**src/rtl/soi_obs_pkg.sv**
```systemverilog
// SysObs SOI export types shared by the sample arbiter and the DPI bridge.
package soi_obs_pkg;

  typedef enum logic {
    IDLE,
    PRESENT
  } soi_arb_state_e;

  function automatic int soi_id_w(input int n);
    return (n > 1) ? $clog2(n) : 1;
  endfunction

  localparam int SOI_NUM_REQ = 4;
  localparam int SOI_DATA_W  = 1;
  localparam int SOI_TS_W    = 32;
  localparam int SOI_ID_W    = soi_id_w(SOI_NUM_REQ);

  typedef struct packed {
    logic [SOI_ID_W-1:0]   id;
    logic [SOI_DATA_W-1:0] data;
    logic [SOI_TS_W-1:0]   ts;
  } soi_sample_t;

endpackage

```
**src/rtl/soi_sample_arbiter_if.sv**
```systemverilog
// Probe-side and bridge-side handshakes of the SOI sample arbiter.
interface soi_sample_arbiter_if
  import soi_obs_pkg::*;
#(
  parameter int NUM_REQ = 4,
  parameter int SOI_W   = 1,
  parameter int TS_W    = 32
);
  localparam int ID_W = soi_id_w(NUM_REQ);

  logic [NUM_REQ-1:0]       req_valid;
  logic [NUM_REQ*SOI_W-1:0] req_data;
  logic [NUM_REQ-1:0]       req_ready;
  logic                     out_valid;
  logic                     out_ready;
  logic [ID_W-1:0]          out_id;
  logic [SOI_W-1:0]         out_data;
  logic [TS_W-1:0]          out_ts;
  logic                     busy;

  modport master (
    output req_valid, req_data, out_ready,
    input  req_ready, out_valid, out_id,
    input  out_data, out_ts, busy
  );

  modport slave (
    input  req_valid, req_data, out_ready,
    output req_ready, out_valid, out_id,
    output out_data, out_ts, busy
  );
endinterface

```
**src/rtl/soi_rr_arbiter.sv**
```systemverilog
// Combinational round-robin pick; search starts one past the last grant.
module soi_rr_arbiter #(
  parameter int NUM_REQ = 4,
  parameter int ID_W    = 2
) (
  input  logic [NUM_REQ-1:0] req,
  input  logic [ID_W-1:0]    last,
  output logic [NUM_REQ-1:0] gnt,
  output logic [ID_W-1:0]    idx,
  output logic               any
);

  logic [ID_W-1:0] c;

  always_comb begin
    gnt = '0;
    idx = '0;
    any = 1'b0;
    c   = '0;
    for (int i = 1; i <= NUM_REQ; i++) begin
      c = ID_W'((int'(last) + i) % NUM_REQ);
      if (!any && req[c]) begin
        any    = 1'b1;
        gnt[c] = 1'b1;
        idx    = c;
      end
    end
  end

endmodule

```
**src/rtl/soi_sample_arbiter.sv**
```systemverilog
// Round-robin share of the DPI SOI export channel among probe points,
// tagging each captured sample with probe ID and capture timestamp.
module soi_sample_arbiter
  import soi_obs_pkg::*;
#(
  parameter int NUM_REQ = 4,
  parameter int SOI_W   = 1,
  parameter int TS_W    = 32
) (
  input logic clk,
  input logic rst,
  soi_sample_arbiter_if.slave bus
);

  localparam int ID_W = soi_id_w(NUM_REQ);

  soi_arb_state_e state_q;
  soi_arb_state_e state_d;

  logic [NUM_REQ-1:0] gnt;
  logic [ID_W-1:0]    gnt_idx;
  logic               gnt_any;
  logic               capture;

  logic [ID_W-1:0]  last_q;
  logic [TS_W-1:0]  ts_q;
  logic [ID_W-1:0]  id_q;
  logic [SOI_W-1:0] data_q;
  logic [TS_W-1:0]  cap_ts_q;

  soi_rr_arbiter #(
    .NUM_REQ (NUM_REQ),
    .ID_W    (ID_W)
  ) u_rr (
    .req  (bus.req_valid),
    .last (last_q),
    .gnt  (gnt),
    .idx  (gnt_idx),
    .any  (gnt_any)
  );

  always_comb begin
    state_d       = state_q;
    capture       = 1'b0;
    bus.req_ready = '0;
    unique case (state_q)
      IDLE: begin
        if (!rst) begin
          bus.req_ready = gnt;
          if (gnt_any) begin
            capture = 1'b1;
            state_d = PRESENT;
          end
        end
      end
      PRESENT: begin
        if (bus.out_ready) state_d = IDLE;
      end
    endcase
  end

  // pointer resets to the top index so probe 0 wins the first pick
  always_ff @(posedge clk) begin
    if (rst) begin
      state_q  <= IDLE;
      last_q   <= ID_W'(NUM_REQ - 1);
      ts_q     <= '0;
      id_q     <= '0;
      data_q   <= '0;
      cap_ts_q <= '0;
    end else begin
      state_q <= state_d;
      ts_q    <= ts_q + TS_W'(1);
      if (capture) begin
        last_q   <= gnt_idx;
        id_q     <= gnt_idx;
        data_q   <= bus.req_data[gnt_idx*SOI_W +: SOI_W];
        cap_ts_q <= ts_q;
      end
    end
  end

  assign bus.out_valid = (state_q == PRESENT);
  assign bus.busy      = (state_q == PRESENT);
  assign bus.out_id    = id_q;
  assign bus.out_data  = data_q;
  assign bus.out_ts    = cap_ts_q;

endmodule

```
**src/flat_wrapper.sv**
```systemverilog
// flat-port wrapper written by rule: the top's interface ports become plain ports
module soi_sample_arbiter_flat import soi_obs_pkg::*;
#(
  parameter int NUM_REQ = 4,
  parameter int SOI_W   = 1,
  parameter int TS_W    = 32
)
  (clk, rst, bus_req_valid, bus_req_data, bus_out_ready, bus_req_ready, bus_out_valid, bus_out_id, bus_out_data, bus_out_ts, bus_busy);
  soi_sample_arbiter_if #(.NUM_REQ(NUM_REQ), .SOI_W(SOI_W), .TS_W(TS_W)) bus_i ();
  input logic clk;
  input logic rst;
  input wire logic [$bits(bus_i.req_valid)-1:0] bus_req_valid;
  input wire logic [$bits(bus_i.req_data)-1:0] bus_req_data;
  input wire logic [$bits(bus_i.out_ready)-1:0] bus_out_ready;
  output wire logic [$bits(bus_i.req_ready)-1:0] bus_req_ready;
  output wire logic [$bits(bus_i.out_valid)-1:0] bus_out_valid;
  output wire logic [$bits(bus_i.out_id)-1:0] bus_out_id;
  output wire logic [$bits(bus_i.out_data)-1:0] bus_out_data;
  output wire logic [$bits(bus_i.out_ts)-1:0] bus_out_ts;
  output wire logic [$bits(bus_i.busy)-1:0] bus_busy;
  assign bus_i.req_valid = bus_req_valid;
  assign bus_i.req_data = bus_req_data;
  assign bus_i.out_ready = bus_out_ready;
  assign bus_req_ready = bus_i.req_ready;
  assign bus_out_valid = bus_i.out_valid;
  assign bus_out_id = bus_i.out_id;
  assign bus_out_data = bus_i.out_data;
  assign bus_out_ts = bus_i.out_ts;
  assign bus_busy = bus_i.busy;
  soi_sample_arbiter #(.NUM_REQ(NUM_REQ), .SOI_W(SOI_W), .TS_W(TS_W)) u_core (.clk(clk), .rst(rst), .bus(bus_i));
endmodule
```
**config.mk**
```make
export PLATFORM = sky130hd
export DESIGN_NAME = soi_sample_arbiter_flat
export DESIGN_NICKNAME = d
export VERILOG_FILES = /design/src/rtl/soi_obs_pkg.sv /design/src/rtl/soi_sample_arbiter_if.sv /design/src/rtl/soi_rr_arbiter.sv /design/src/rtl/soi_sample_arbiter.sv /design/src/flat_wrapper.sv
export SDC_FILE = /design/constraint.sdc
export NUM_CORES = 1
export LEC_CHECK = 0
export BUFFER_PORTS_ARGS = -buffer_cell sky130_fd_sc_hd__buf_4
export CAP_MARGIN = 10
export CORE_AREA = 2 2 89 91
export DETAILED_ROUTE_END_ITERATION = 8
export DIE_AREA = 0 0 91 93
export PLACE_DENSITY = 0.67
export SYNTH_ARGS = -nofsm -noshare
export SYNTH_HDL_FRONTEND = slang
export SYNTH_SLANG_ARGS = --single-unit
```
**constraint.sdc**
```tcl
create_clock -name clk -period 8.45 [get_ports clk]
set_clock_uncertainty 0.2 [all_clocks]
set_input_delay 1.2675 -clock clk [delete_from_list [all_inputs] [get_ports clk]]
set_output_delay 1.2675 -clock clk [all_outputs]
set_load 0.005 [all_outputs]
```
==> impl_metrics.env <==
export IMPL_finalNetCount=449
export IMPL_cts_resized=0
export IMPL_dr_pass1_iters=4
export IMPL_maxSlewViolCount=0
export IMPL_antenna_found_initial=0
export IMPL_h_tree_depth=3
export IMPL_synth_nets=411
export IMPL_synth_edff_count=0
export IMPL_die_x_um=91
export IMPL_path_class="flip-flop to output port"
export IMPL_dp_hpwl_mm=4.28
export IMPL_critPathTopFamily="flip-flops"
export IMPL_clock_latency_ns=0.33
export IMPL_crit_slowest_cell="dfxtp_1"
export IMPL_period_share_pct=57.1
export IMPL_outcome="complete, no violations"
export IMPL_cts_buffers=9
export IMPL_powerDensity_nw_per_um2=248
export IMPL_routabilityCongestion=0.889
export IMPL_finalSetupTns_ns=0
export IMPL_startpoint_type="flip-flop"
export IMPL_critPathRequiredTime_ns=6.98
export IMPL_fmax_mhz=207
export IMPL_period_needed_ns=4.83
export IMPL_finalSetupViolCount=0
export IMPL_ir_drop_mv=0.0934
export IMPL_synthCells=391
export IMPL_holdBufCountCts=0
export IMPL_cts_sinks=70
export IMPL_num_io_pins=52
export IMPL_arrival_ns=3.36
export IMPL_area_growth_pct=18.7
export IMPL_num_vias=2701
export IMPL_yosysWarnings=0
export IMPL_ctsRootBufferMaster="clkbuf_8"
export IMPL_relSlewSlack_pct=43.0
export IMPL_worstMarginPinSlew_ns=0.854
export IMPL_clk_pin_slew_ns=0.07
export IMPL_initialDrtViolationCount=98
export IMPL_fp_row_count=32
export IMPL_finalHoldViolCount=0
export IMPL_path_common_cell="nor2_1"
export IMPL_crit_fanout=23
export IMPL_r2r_slack_ns=4.54
export IMPL_path_buf_inv=3
export IMPL_hold_path_class="flip-flop to flip-flop"
export IMPL_viasPerCell=5.04
export IMPL_finalPower_uw=980
export IMPL_wl_per_cell_um=11.9
export IMPL_synth_cell_area_um2=3320
export IMPL_grt_util_all_layers_pct=15.9
export IMPL_ys_flop_type="dfxtp_1"
export IMPL_post_cts_buffers=0
export IMPL_grt_pass1_vias=2460
export IMPL_clockBufferDepth=2
export IMPL_synth_cell_types=50
export IMPL_cts_tree="done"
export IMPL_drive_gt1_share_pct=19.1
export IMPL_synthArstFlopShare_pct=0
export IMPL_initial_utilization_pct=44.2
export IMPL_overflow=0
export IMPL_p_leak_uw=0.00153
export IMPL_die_h_um=93
export IMPL_n_antenna_cell=0
export IMPL_synth_seq_cells=70
export IMPL_drt_wl_total_mm=6.40
export IMPL_avgSynthCellArea_um2=8.50
export IMPL_grt_pass1_wl_mm=11.1
export IMPL_grt_setup_unrepaired="no"
export IMPL_cp_slowest_stage_delay_ns=0.88
export IMPL_maxCapViolCount=0
export IMPL_grt_max_degree=70
export IMPL_synth_seq_area_share_pct=42.2
export IMPL_drtAntennaViolNets=0
export IMPL_end_kind="output port"
export IMPL_drc=0
export IMPL_die_area_um2=8460
export IMPL_port_buffers=51
export IMPL_core_area_um2=7530
export IMPL_path_cells="inv_1, ha_1, mux4_2, clkinv_2, nor2_1, a22oi_1, nor2_1, a221oi_1, nor2_1, buf_4"
## state kept, by name (all words and copies together) (netlist names)
signal and cells:
u_core.bus.out_ts 32, u_core.ts_q 32, u_core.bus.out_id 2, u_core.last_q 2, u_core.bus.busy 1, u_core.bus.out_data 1
## kinds of logic after synthesis
group	share of synthesized area, %
buf+inv	4.67
flops	42.2
xor+xnor	7.64
simple gates	25.2
fa+ha+maj	3.39
compound gates	13.4
mux	3.61
## per-stage QoR
stage	utilization (%)	worst slack [ns]	cells	hold WS (ns)	area, µm²
after global placement	49.5	4.12	520	0.252	3730
after CTS	52.4	3.60	536	0.265	3950
final	52.4	3.62	536	0.262	3950
after global routing	52.4	3.34	536	0.286	3950
after floorplan	-	4.37	391	0.237	3320
after detailed placement	49.5	3.97	520	0.254	3730
## placed cells by master (no fill, tap or decap), types with 6 or more instances in the layout
master / n
a21oi_1: 7
a221oi_1: 6
buf_4: 52
clkbuf_8: 9
dfxtp_1: 70
ha_1: 9
inv_1: 7
nand2_1: 47
nand2b_1: 32
nand3_1: 9
nand4_1: 10
nor2_1: 54
o21ai_0: 12
o21ai_1: 24
xnor2_1: 9
xor2_1: 20
## final cells by class
type,instances,area [µm²]
multi-input cells,286,1770
clock buffers,9,124
flip-flops and latches,70,1400
well taps,102,128
repair buffers,52,390
fillers,758,3580
inverters,10,38.8
clock inverters,7,95.1
## path summary, 6_finish.rpt
| kind | start | endpoint | cells after the start |
|---|---|---|---|
| worst max register to register | u_core.last_q[0] | u_core.bus.out_data | 9 |
| worst min-delay path | u_core.bus.out_id[1] | u_core.bus.out_id[1] | 2 |
| worst min register to register | u_core.bus.out_id[1] | u_core.bus.out_id[1] | 2 |
| worst max-delay path | u_core.last_q[0] | bus_req_ready[0] | 10 |
## report_power, final
part	internal [µW]	switching [µW]	leakage (µW)
combinational	131	180	0.000856
sequential	344	29.3	0.000566
clock	167	128	0.000110
total	643	337	0.00153
## cells in the mapped netlist, drive strengths merged (8+ instances only)
cell type  number  area (µm²)
a21oi           8        43.8
clkbuf         20        77.6
dfxtp          70        1400
ha              9         113
inv             9        33.8
nand2          47         176
nand2b         32         200
nand3           9        45.0
nand4          10        62.6
nor2           54         203
o21ai          36         180
xnor2           9        78.8
xor2           20         175
## metal layers
layer | GRT usage [%] | vias to the layer above | wire length [µm]
li1 | - | 1398 | -
met1 | 21.0 | 1227 | 3210
met2 | 24.7 | 67 | 2750
met3 | 3.46 | 9 | 317
met4 | 7.83 | 0 | 121
met5 | 0 | - | 0
## worst min-delay path, cell delays in order, from the launching register on
cell     delay (ns)
dfxtp_1        0.31
nand2_1        0.05
a21oi_1        0.05
No activity file was read; power rests on OpenSTA's default activity.
